<file path="src/rtl/hazard_sequencer.sv">
// Stall/flush sequencer for the 5-stage pipeline: load-use bubbles, single-stall branch
// resolution with IF/ID squash, and multi-cycle mult/div occupancy, plus a stall counter.
module hazard_sequencer #(
  parameter int unsigned MDU_LATENCY = 32,
  parameter int unsigned CNT_W       = 16
) (
  input  logic             clk,
  input  logic             reset,
  input  logic             IDEXMemRead,
  input  logic [4:0]       IDEXRegisterRt,
  input  logic [4:0]       IFIDRegisterRs,
  input  logic [4:0]       IFIDRegisterRt,
  input  logic             ControlBranch,
  input  logic             BranchTaken,
  input  logic             MduStart,
  output logic             PCwrite,
  output logic             IFIDwrite,
  output logic             controlmux,
  output logic             IFIDflush,
  output logic             busy,
  output logic [CNT_W-1:0] stall_count
);

  typedef enum logic [1:0] {StRun, StBrEx, StMduWait} state_e;

  localparam logic [7:0] MduLoad = 8'(MDU_LATENCY - 1);

  state_e           state_q, state_d;
  logic [7:0]       mdu_cnt_q, mdu_cnt_d;
  logic [CNT_W-1:0] cnt_q, cnt_d;
  logic             load_use;

  // $0 is hardwired to zero, so a load targeting it can never feed a dependent.
  assign load_use = IDEXMemRead && (IDEXRegisterRt != 5'd0) &&
                    ((IDEXRegisterRt == IFIDRegisterRs) || (IDEXRegisterRt == IFIDRegisterRt));

  always_ff @(posedge clk) begin
    if (reset) begin
      state_q   <= StRun;
      mdu_cnt_q <= 8'd0;
      cnt_q     <= '0;
    end else begin
      state_q   <= state_d;
      mdu_cnt_q <= mdu_cnt_d;
      cnt_q     <= cnt_d;
    end
  end

  always_comb begin
    state_d   = state_q;
    mdu_cnt_d = mdu_cnt_q;
    unique case (state_q)
      StRun: begin
        if (load_use) begin
          state_d = StRun;
        end else if (ControlBranch) begin
          state_d = StBrEx;
        end else if (MduStart) begin
          state_d   = StMduWait;
          mdu_cnt_d = MduLoad;
        end
      end
      StBrEx: state_d = StRun;
      StMduWait: begin
        if (mdu_cnt_q != 8'd0) begin
          mdu_cnt_d = mdu_cnt_q - 8'd1;
        end else begin
          state_d = StRun;
        end
      end
      default: state_d = StRun;
    endcase
  end

  always_comb begin
    PCwrite    = 1'b0;
    IFIDwrite  = 1'b0;
    controlmux = 1'b0;
    IFIDflush  = 1'b0;
    busy       = 1'b0;
    if (!reset) begin
      unique case (state_q)
        StRun: begin
          if (load_use) begin
            PCwrite    = 1'b1;
            IFIDwrite  = 1'b1;
            controlmux = 1'b1;
          end else if (ControlBranch) begin
            PCwrite   = 1'b1;
            IFIDwrite = 1'b1;
          end
        end
        StBrEx: begin
          busy = 1'b1;
          if (BranchTaken) begin
            IFIDflush  = 1'b1;
            controlmux = 1'b1;
          end
        end
        StMduWait: begin
          busy       = 1'b1;
          PCwrite    = 1'b1;
          IFIDwrite  = 1'b1;
          controlmux = 1'b1;
        end
        default: ;
      endcase
    end
  end

  // Saturating: stops at all-ones rather than wrapping.
  always_comb begin
    cnt_d = cnt_q;
    if (PCwrite && (cnt_q != '1)) begin
      cnt_d = cnt_q + CNT_W'(1);
    end
  end

  assign stall_count = reset ? '0 : cnt_q;

endmodule

</file>
<file path="config.mk">
export PLATFORM = sky130hd
export DESIGN_NAME = hazard_sequencer
export DESIGN_NICKNAME = d
export VERILOG_FILES = /design/src/rtl/hazard_sequencer.sv
export SDC_FILE = /design/constraint.sdc
export NUM_CORES = 1
export LEC_CHECK = 0
export CORE_MARGIN = 4
export CORE_UTILIZATION = 35
export CTS_CLUSTER_SIZE = 25
export DETAILED_ROUTE_END_ITERATION = 6
export DONT_BUFFER_PORTS = 1
export HOLD_SLACK_MARGIN = 0.1
export PLACE_DENSITY = 0.5
export SYNTH_ARGS = -nofsm -noshare
export SYNTH_HDL_FRONTEND = slang
export SYNTH_SLANG_ARGS = --single-unit
</file>
<file path="constraint.sdc">
create_clock -name clk -period 4.4 [get_ports clk]
set_clock_uncertainty 0.05 [all_clocks]
set_input_delay 0 -clock clk [delete_from_list [all_inputs] [get_ports clk]]
set_output_delay 0 -clock clk [all_outputs]
set_load 0.01 [all_outputs]
</file>
==> results of run 1 <==
==> per-layer routing <==
layer | share of wire (%) | GRT usage, % | up-vias | wire [um]
met5 | 0 | 0 | - | 0
met4 | 0.61 | 3.67 | 0 | 24
met3 | 5.7 | 2.98 | 2 | 224
met2 | 43 | 20.3 | 32 | 1700
met1 | 50 | 16.4 | 687 | 1980
li1 | - | - | 791 | -
==> layout make-up <==
cell class	instances	area share (%)
inverters	12	2.39
clock buffers	3	2.19
well taps	67	4.45
flip-flops and latches	26	27.6
multi-input cells	173	59.1
repair buffers	7	4.25
==> report_power, final <==
| group | switching (mW) | internal [mW] | total [mW] |
|---|---|---|---|
| clock network | 0.0758 | 0.0614 | 0.137 |
| logic | 0.0960 | 0.0609 | 0.157 |
| registers | 0.0180 | 0.250 | 0.268 |
| total | 0.190 | 0.372 | 0.562 |
==> cell families (layout without fill, tap and decap cells) <==
kind of cell	Yosys count	in the layout	share of synthesized area, %
and+or+nand+nor	103	103	32.8
DFF	26	26	30.1
xor gates and xnor gates	11	11	5.58
adders and majority gates	7	7	5.07
buffers and inverters	21	22	5.43
AOI/OAI and AO/OA	46	46	17.2
muxes	6	6	3.84
==> registers in the layout, indices dropped and copies added (netlist names) <==
signal	flops
cnt_q	16
mdu_cnt_q	8
state_q	2
==> tightest hold or removal path: stages <==
cell and delay [ns]:
nand2_1 0.04, o21ai_0 0.09, a21oi_2 0.12, a21o_1 0.17
==> how the worst min path moves through the flow <==
stage,start,endpoint,cells after the start
finish,ControlBranch,mdu_cnt_q[6]$_SDFFE_PP0P_,4
detailed placement,reset,IFIDflush,1
CTS,ControlBranch,mdu_cnt_q[6]$_SDFFE_PP0P_,4
floorplan,BranchTaken,IFIDflush,2
global placement,reset,busy,1
global route,ControlBranch,mdu_cnt_q[6]$_SDFFE_PP0P_,4
==> through the flow <==
stage	std cells	total power, mW	setup WS, ns	hold WS (ns)
finish	288	0.562	1.60	0.147
global route	288	0.600	1.47	0.188
CTS	288	0.570	1.61	0.146
detailed placement	278	0.418	1.78	0.00464
global placement	278	0.419	1.84	0.00503
floorplan	220	0.401	2.33	0.0697
==> synth_stat cells, drive strengths merged (5+ instances only) <==
cell type and instances:
nand3 11, or4 12, o21ai 16, a311oi 6, nand2 21, nor2 14, nor3 11, clkbuf 5
ha 7, mux2 5, xnor2 10, dfxtp 26, a21oi 10, nor2b 18, inv 12
==> what timing repair did <==
action / 4_1_cts / 5_1_grt
hold buffers: 7 / 0
resized for setup: 0 / 0
endpoints found under the hold margin: 47 / 0
==> metrics.txt, run 1 <==
async set-reset flop share out of synthesis=0%; Register Area=~520 sq um; classification of the worst-slack hold path=primary input to flip-flop; area inside the core boundary=around 4800 sq um; number of cells on the critical path=9; cell area after layout=about 1900 sq um; 1st-iter DRT viols=74; Max Freq=0.358 GHz; count of endpoints failing hold in the final timing report=0; vertical die dimension=slightly below 80 um; area of the mapped netlist=1730 sq um; post-detailed-routing wire length=3920 um; Area after DPL=1760 sq um; post-synth top area cell=dfxtp_1; static leakage=about 0.67 nW; maximum number of pins on one net before global-route repair=50; Clock transition at path regs=0.09 ns; proportion of layout cells with a drive suffix above 1=under 10%; total number of clock tree sinks=26; GR Overflow Total=0; final setup violation count=0; die span in x=78.2 um; slew margin rel.=between 30 and 40%; Post-layout nets=between 200 and 300; commonest cells after routing, fill and taps aside=dfxtp_1 (26), nand2_1 (21), nor2b_1 (18); endpoint arrival time on the critical path=a little under 3 ns; clock tree buffer depth=2; Antenna diodes=0; starting density of the core=36.3%; portion of the post-synthesis area used by sequential elements=30.1%; count of distinct cell types in the synthesized netlist=42; final core utilization=39.6%; crit path launch type=flip-flop; mean number of vias per cell=about 5.3; proportion of netlist area held by the largest area contributor=a little under a third; global-route wire length before repair=6310 um; outcome=finished, final reports clean; cell count after synthesis=between 200 and 250; Area contributors post-synth=dfxtp_1 (30%), nor2b_1 (6.5%), ha_1 (5.1%); pin slew with the least headroom to its limit=a little over 1 ns; r2r startpoint=mdu_cnt_q[0]$_SDFFE_PP0P_; top-level port count=42; EDFF count, synth=0; beginning of the critical path=mdu_cnt_q[0]$_SDFFE_PP0P_; sequence of cells on the critical path=inv_1, ha_1, nand2b_1, nor3_2, nand2b_4, or4_1, or4b_1, dlygate4sd3_1, a31oi_1; Total Negative Setup Slacks=0 ns; critical path endpoint=mdu_cnt_q[5]$_SDFFE_PP0P_; yosys synthesis warning count=0; Die Area=around 6100 sq um; endpoint required time on the critical path=~4.6 ns; synthesized area per cell=a little under 8 sq um; total number of vias=1512; number of max-slew violations in the final report=0; post-route clock period utilization=between 60% and 70%; clock latency at the later pin of the worst-skew pair=around 0.27 ns; number of post-CTS setup repair buffers=0; Power Density=298 nW/um^2; Port Buffers=0; reg2reg end=mdu_cnt_q[5]$_SDFFE_PP0P_; largest fanout of any net on the critical path=7; overall fraction of global-route tracks in use=between 10% and 20%; worst IR drop on VDD=127 uV; critical path type=flip-flop to flip-flop; HPWL Detailed=about 2900 um; area of the multi-input gates=about 1100 sq um; CP endpoint kind=flip-flop; Filler Cell Count=~520; number of standard-cell rows in the floorplan=25; average wire length per cell after detail routing=approximately 14 um; number of buffers created by CTS=3; library cell used as clock root buffer=clkbuf_8; standard cell with the maximum stage delay on the critical path=dlygate4sd3_1; Post-Syn Nets=~250; antenna violations before repair=0; category of cells accounting for the largest share of critical-path delay=simple AND/OR/NAND/NOR gates; depth of the most critical reg-to-reg path=9; synthesis-to-finish area growth=9.06%; post-layout minimum cycle time=about 2.8 ns; critical path's largest stage delay=between 0.5 and 0.6 ns; total buffers and inverters traversed by the critical path=2; RSZ-0062 raised after global routing=false; via count of the first global-routing pass=1377; worst setup slack for register-to-register paths=1.60 ns; number of storage elements in the synthesis netlist=26; H-tree depth=1; remaining number of nets flagged by the antenna check after routing=0; max cap viols=0; gpl congestion=between 0.7 and 0.8; number of optimization iterations in the first detailed-route pass=4; Synth Flop Type=dfxtp_1; clock tree from TritonCTS=done; number of design rule violations left after detail routing=0; most common cell after layout, fill and taps aside=dfxtp_1
(Power assumes the default switching activity.)
==> inputs of run 2 (changes only) <==
--- a/config.mk
+++ b/config.mk
@@ -11,7 +11,7 @@
 export DETAILED_ROUTE_END_ITERATION = 6
 export DONT_BUFFER_PORTS = 1
 export HOLD_SLACK_MARGIN = 0.1
-export PLACE_DENSITY = 0.5
+export PLACE_DENSITY = 0.52
 export SYNTH_ARGS = -nofsm -noshare
 export SYNTH_HDL_FRONTEND = slang
 export SYNTH_SLANG_ARGS = --single-unit
==> constraint.sdc (replaced) <==
create_clock -name clk -period 2.5 [get_ports clk]
set_clock_uncertainty 0.05 [all_clocks]
set_input_delay 0 -clock clk [delete_from_list [all_inputs] [get_ports clk]]
set_output_delay 0 -clock clk [all_outputs]
set_load 0.01 [all_outputs]
==> run 2 against run 1 <==
Global-route usage grew 0.73 points. Worst hold slack gained 0.041 ns. Critical path depth shrank 1. Clock power grew 100%. Flip-flop and latch count is the same.
==> metrics.txt, run 2 (synthesis results as in run 1) <==
outcome=finished, final reports clean; number of optimization iterations in the first detailed-route pass=4 (unchanged); antenna violations before repair=0 (unchanged); Area after DPL=1780 sq um (+0.85%); Clock transition at path regs=0.09 ns (about the same); Power Density=546 nW/um^2 (+83%); remaining number of nets flagged by the antenna check after routing=0 (unchanged); register name with the most flops=cnt_q; mean number of vias per cell=5.29 (+0.84%); clock tree from TritonCTS=done; endpoint arrival time on the critical path=2.36 ns (-0.59 ns); beginning of the critical path=mdu_cnt_q[0]$_SDFFE_PP0P_; total number of vias=1530 (+1.2%); Port Buffers=0 (unchanged); overall fraction of global-route tracks in use=13.2% (+0.73 points); post-layout minimum cycle time=2.20 ns (-0.596 ns); number of post-CTS setup repair buffers=0 (unchanged); H-tree depth=1 (unchanged); commonest cells after routing, fill and taps aside=dfxtp_1 (26), nand2_1 (21), nor2b_1 (18); area inside the core boundary=4750 sq um (unchanged); pin slew with the least headroom to its limit=0.461 ns (-0.547 ns); count of endpoints failing hold in the final timing report=0 (unchanged); gpl congestion=0.762 (+6.6%); Total Negative Setup Slacks=0 ns (unchanged); slew margin rel.=69.4% (+37 points); synthesis-to-finish area growth=9.93%; number of flip-flops in the largest register=16 (unchanged); average wire length per cell after detail routing=13.6 um (-0.52%); proportion of layout cells with a drive suffix above 1=7.21% (+1.8 points); post-detailed-routing wire length=3920 um (-0.18%); number of standard-cell rows in the floorplan=25 (unchanged); final setup violation count=0 (unchanged); maximum number of pins on one net before global-route repair=50 (unchanged); depth of the most critical reg-to-reg path=8 (-1); critical path type=flip-flop to flip-flop; die span in x=78.2 um (unchanged); classification of the worst-slack hold path=primary input to flip-flop; largest fanout of any net on the critical path=7 (unchanged); HPWL Detailed=2890 um (+1.3%); global-route wire length before repair=6680 um (+5.9%); clock latency at the later pin of the worst-skew pair=0.27 ns (about the same); worst IR drop on VDD=192 uV (+52%); RSZ-0062 raised after global routing=false; hold wc startpoint=MduStart; total number of clock tree sinks=26 (unchanged); library cell used as clock root buffer=clkbuf_8; worst setup slack for register-to-register paths=0.30 ns (-1.30 ns); reg2reg end=mdu_cnt_q[5]$_SDFFE_PP0P_; max cap viols=0 (unchanged); crit path launch type=flip-flop; r2r startpoint=mdu_cnt_q[0]$_SDFFE_PP0P_; 1st-iter DRT viols=61 (-18%); CP endpoint kind=flip-flop; GR Overflow Total=0 (unchanged); Antenna diodes=0 (unchanged); most common cell after layout, fill and taps aside=dfxtp_1; Largest regs=cnt_q: 16 flops, mdu_cnt_q: 8 flops, state_q: 2 flops; number of buffers created by CTS=3 (unchanged); vertical die dimension=78.2 um (unchanged); top-level port count=42 (unchanged); number of max-slew violations in the final report=0 (unchanged); clock tree buffer depth=2 (unchanged); Post-layout nets=251 (unchanged); endpoint required time on the critical path=2.66 ns (-1.89 ns); number of design rule violations left after detail routing=0 (unchanged); static leakage=0.678 nW (+1.3%); cell area after layout=1900 sq um (+0.80%); via count of the first global-routing pass=1517 (+10%); Die Area=6120 sq um (unchanged); post-route clock period utilization=88.0% (+24 points); Max Freq=0.454 GHz (+27%); critical path endpoint=mdu_cnt_q[5]$_SDFFE_PP0P_; starting density of the core=36.3% (unchanged)
-- run 2: changes by cell type in the layout (fill, tap and decap cells not counted), sizes merged --
cell and change:
dlygate4sd3 -2, clkbuf +1, buf +2
-- run 2: worst min-delay path by stage --
stage	to	slack, ns	depth (start not counted)
after detailed placement	busy	0.007	1
after global placement	busy	0.007	1
after CTS	mdu_cnt_q[2]$_SDFFE_PP0P_	0.18	4
after global routing	mdu_cnt_q[2]$_SDFFE_PP0P_	0.21	4
after floorplan	IFIDflush	0.07	2
final	mdu_cnt_q[2]$_SDFFE_PP0P_	0.19	4
-- run 2: layer usage --
layer,vias to the layer above,share of wire (%),GRT usage [%]
li1,795,-,-
met1,705,49,16.4
met2,28,44,22.3
met3,2,5.3,3.33
met4,0,0.87,4.20
met5,-,0,0
-- run 2: final cells by class --
type	count	area, sq um
Timing Repair Buffer	7	75.1
Sequential cell	26	520
Multi-Input combinational cell	173	1120
Tap cell	67	83.8
Fill cell	517	2860
Clock buffer	4	55.1
Inverter	12	45.0
-- run 2: per-stage QoR --
step           power, mW  setup WS (ns)  util, %  std cells  hold WS, ns
5_1_grt             1.11         0.0760     39.9        289        0.211
3_5_place_dp       0.746          0.247     37.4        280      0.00713
4_1_cts             1.05          0.219     39.8        289        0.178
2_1_floorplan      0.706          0.432        -        220       0.0697
6_report            1.04          0.299     39.9        289        0.188
3_3_place_gp       0.747          0.275     37.4        280      0.00671
-- run 2: where the power goes --
group / internal (mW) / switching, mW
registers: 0.440 / 0.0311
logic: 0.113 / 0.171
clock network: 0.141 / 0.139
-- run 2: critical path, cell delays in order, from the launching register on --
cell and delay (ns):
dfxtp_1 0.38, inv_1 0.08, ha_1 0.19, nand2b_1 0.10, nor3_2 0.09, nand2b_4 0.17
or4_1 0.46, or4b_1 0.47, a31oi_1 0.16
-- run 2: what timing repair did --
action / 4_1_cts / 5_1_grt
hold endpoints to repair: 47 / 0
resized for setup: 0 / 1
hold buffers: 5 / 0
endpoints found under the setup margin: 0 / 5
==> inputs of run 3 (changes only) <==
--- a/config.mk
+++ b/config.mk
@@ -5,7 +5,6 @@
 export SDC_FILE = /design/constraint.sdc
 export NUM_CORES = 1
 export LEC_CHECK = 0
-export CORE_MARGIN = 4
 export CORE_UTILIZATION = 35
 export CTS_CLUSTER_SIZE = 25
 export DETAILED_ROUTE_END_ITERATION = 6
==> run 3 against run 2 <==
Critical path depth did not move. Maximum frequency fell by 2.3%. Flip-flop and latch count did not move. Sequential share of layout area fell by 0.64 points. Via count rose by 2.0%. Worst setup slack got worse by 0.051 ns. Total power rose by 10%. Combinational power rose by 12%. Final area rose by 2.4%. Die area fell by 15%. Global-route usage rose by 2.2 points. Cell count rose by 1.0%. Critical endpoint unchanged. Largest cell class unchanged. Largest power group unchanged. Highest routed layer unchanged.
==> metrics.txt, run 3 (synthesis results as in run 1) <==
outcome=finished, final reports clean; GR Overflow Total=0 (unchanged); clock tree buffer depth=2 (unchanged); number of optimization iterations in the first detailed-route pass=4 (unchanged); slew margin rel.=68.9% (-0.43 points); final setup violation count=0 (unchanged); synthesis-to-finish area growth=12.5%; CP endpoint kind=flip-flop; crit path launch type=flip-flop; via count of the first global-routing pass=1463 (-3.6%); Area after DPL=1810 sq um (+2.0%); worst slack, placed=0.296 ns (+0.0490 ns); number of buffers created by CTS=3 (unchanged); die span in x=72.2 um (-7.7%); most common cell after layout, fill and taps aside=dfxtp_1; endpoint arrival time on the critical path=2.41 ns (+0.05 ns); mean number of vias per cell=5.34 (+0.91%); clock tree from TritonCTS=done; post-detailed-routing wire length=3860 um (-1.4%); pin slew with the least headroom to its limit=0.468 ns (+0.00654 ns); global-route wire length before repair=6470 um (-3.1%); library cell used as clock root buffer=clkbuf_8; top-level port count=42 (unchanged); worst setup slack for register-to-register paths=0.25 ns (-0.05 ns); number of standard-cell rows in the floorplan=25 (unchanged); Die Area=5220 sq um (-15%); Post-layout nets=254 (+1.2%); proportion of layout cells with a drive suffix above 1=8.00% (+0.79 points); gpl congestion=0.777 (+1.9%); area inside the core boundary=4720 sq um (-0.66%); worst IR drop on VDD=263 uV (+37%); cell area after layout=1940 sq um (+2.4%); Power Density=586 nW/um^2 (+7.4%); critical path type=flip-flop to flip-flop; total number of vias=1560 (+2.0%); largest fanout of any net on the critical path=7 (unchanged); sum of internal, switching and leakage power=1.14 mW (+10%); overall fraction of global-route tracks in use=15.4% (+2.2 points); Total Negative Setup Slacks=0 ns (unchanged); starting density of the core=36.6% (+0.24 points); Antenna diodes=0 (unchanged); Max Freq=0.444 GHz (-2.3%); Clock transition at path regs=0.09 ns (about the same); max cap viols=0 (unchanged); number of post-CTS setup repair buffers=0 (unchanged); classification of the worst-slack hold path=primary input to flip-flop; final setup margin=0.248 ns (-0.0509 ns); average wire length per cell after detail routing=13.2 um (-2.4%); post-layout minimum cycle time=2.25 ns (+0.0509 ns); remaining number of nets flagged by the antenna check after routing=0 (unchanged); antenna violations before repair=0 (unchanged); number of max-slew violations in the final report=0 (unchanged); endpoint required time on the critical path=2.66 ns (about the same); Largest regs=cnt_q: 16 flops, mdu_cnt_q: 8 flops, state_q: 2 flops; 1st-iter DRT viols=82 (+34%); H-tree depth=1 (unchanged); worst hold slack after final layout=0.138 ns (-0.0497 ns); maximum number of pins on one net before global-route repair=50 (unchanged); register name with the most flops=cnt_q; Port Buffers=0 (unchanged); post-route clock period utilization=90.1% (+2.0 points); static leakage=0.705 nW (+4.1%); commonest cells after routing, fill and taps aside=dfxtp_1 (26), nand2_1 (21), nor2b_1 (18); vertical die dimension=72.2 um (-7.7%); clock latency at the later pin of the worst-skew pair=0.28 ns (about the same); HPWL Detailed=2730 um (-5.4%); number of flip-flops in the largest register=16 (unchanged); count of endpoints failing hold in the final timing report=0 (unchanged); RSZ-0062 raised after global routing=false; number of design rule violations left after detail routing=0 (unchanged); total number of clock tree sinks=26 (unchanged)
==> run 3: changes by cell type in the layout (fill, tap and decap cells not counted), sizes merged <==
cell    delta
buf        +3
bufinv     +1
clkbuf     -1
==> run 3: final timing paths <==
check | endpoint | cells after the start | start
setup reg to reg | mdu_cnt_q[5]$_SDFFE_PP0P_ | 8 | mdu_cnt_q[0]$_SDFFE_PP0P_
setup / recovery | mdu_cnt_q[5]$_SDFFE_PP0P_ | 8 | mdu_cnt_q[0]$_SDFFE_PP0P_
hold / removal | mdu_cnt_q[1]$_SDFFE_PP0P_ | 5 | ControlBranch
hold reg to reg | mdu_cnt_q[7]$_SDFFE_PP0P_ | 1 | mdu_cnt_q[7]$_SDFFE_PP0P_
==> run 3: stage by stage <==
step | cells | util, %
after global placement | 283 | 38.4
after global routing | 292 | 41.1
after CTS | 292 | 41.1
final | 292 | 41.1
after floorplan | 220 | -
after detailed placement | 283 | 38.4
==> run 3: critical path: stages, from the launching register on <==
cell and delay (ns):
dfxtp_1 0.39, inv_1 0.08, ha_1 0.20, nand2b_1 0.10, nor3_2 0.09, nand2b_4 0.17, or4_1 0.48, or4b_1 0.47
a31oi_1 0.16
==> run 3: cell type report <==
class | instances | area [sq um]
Multi-Input combinational cell | 173 | 1110
Clock inverter | 1 | 30.0
Clock buffer | 3 | 41.3
Tap cell | 67 | 83.8
Timing Repair Buffer | 10 | 110
Inverter | 12 | 45.0
Fill cell | 502 | 2780
Sequential cell | 26 | 520
==> run 3: metal layers <==
metal	up-vias	GRT usage [%]	wire, um
met1	716	20.7	1920
met2	34	24.3	1750
met3	2	2.64	159
met5	-	0	0
met4	0	6.54	24
li1	808	-	-
==> run 3: repair_timing <==
| item | 4_1_cts | 5_1_grt |
|---|---|---|
| resized for setup | 0 | 0 |
| hold endpoints to repair | 47 | 0 |
| hold buffers | 5 | 0 |
==> run 3: power by group <==
group	leakage, nW	switching [mW]	internal [mW]
clock	0.0357	0.145	0.215
sequential	0.211	0.0219	0.440
combinational	0.458	0.186	0.132
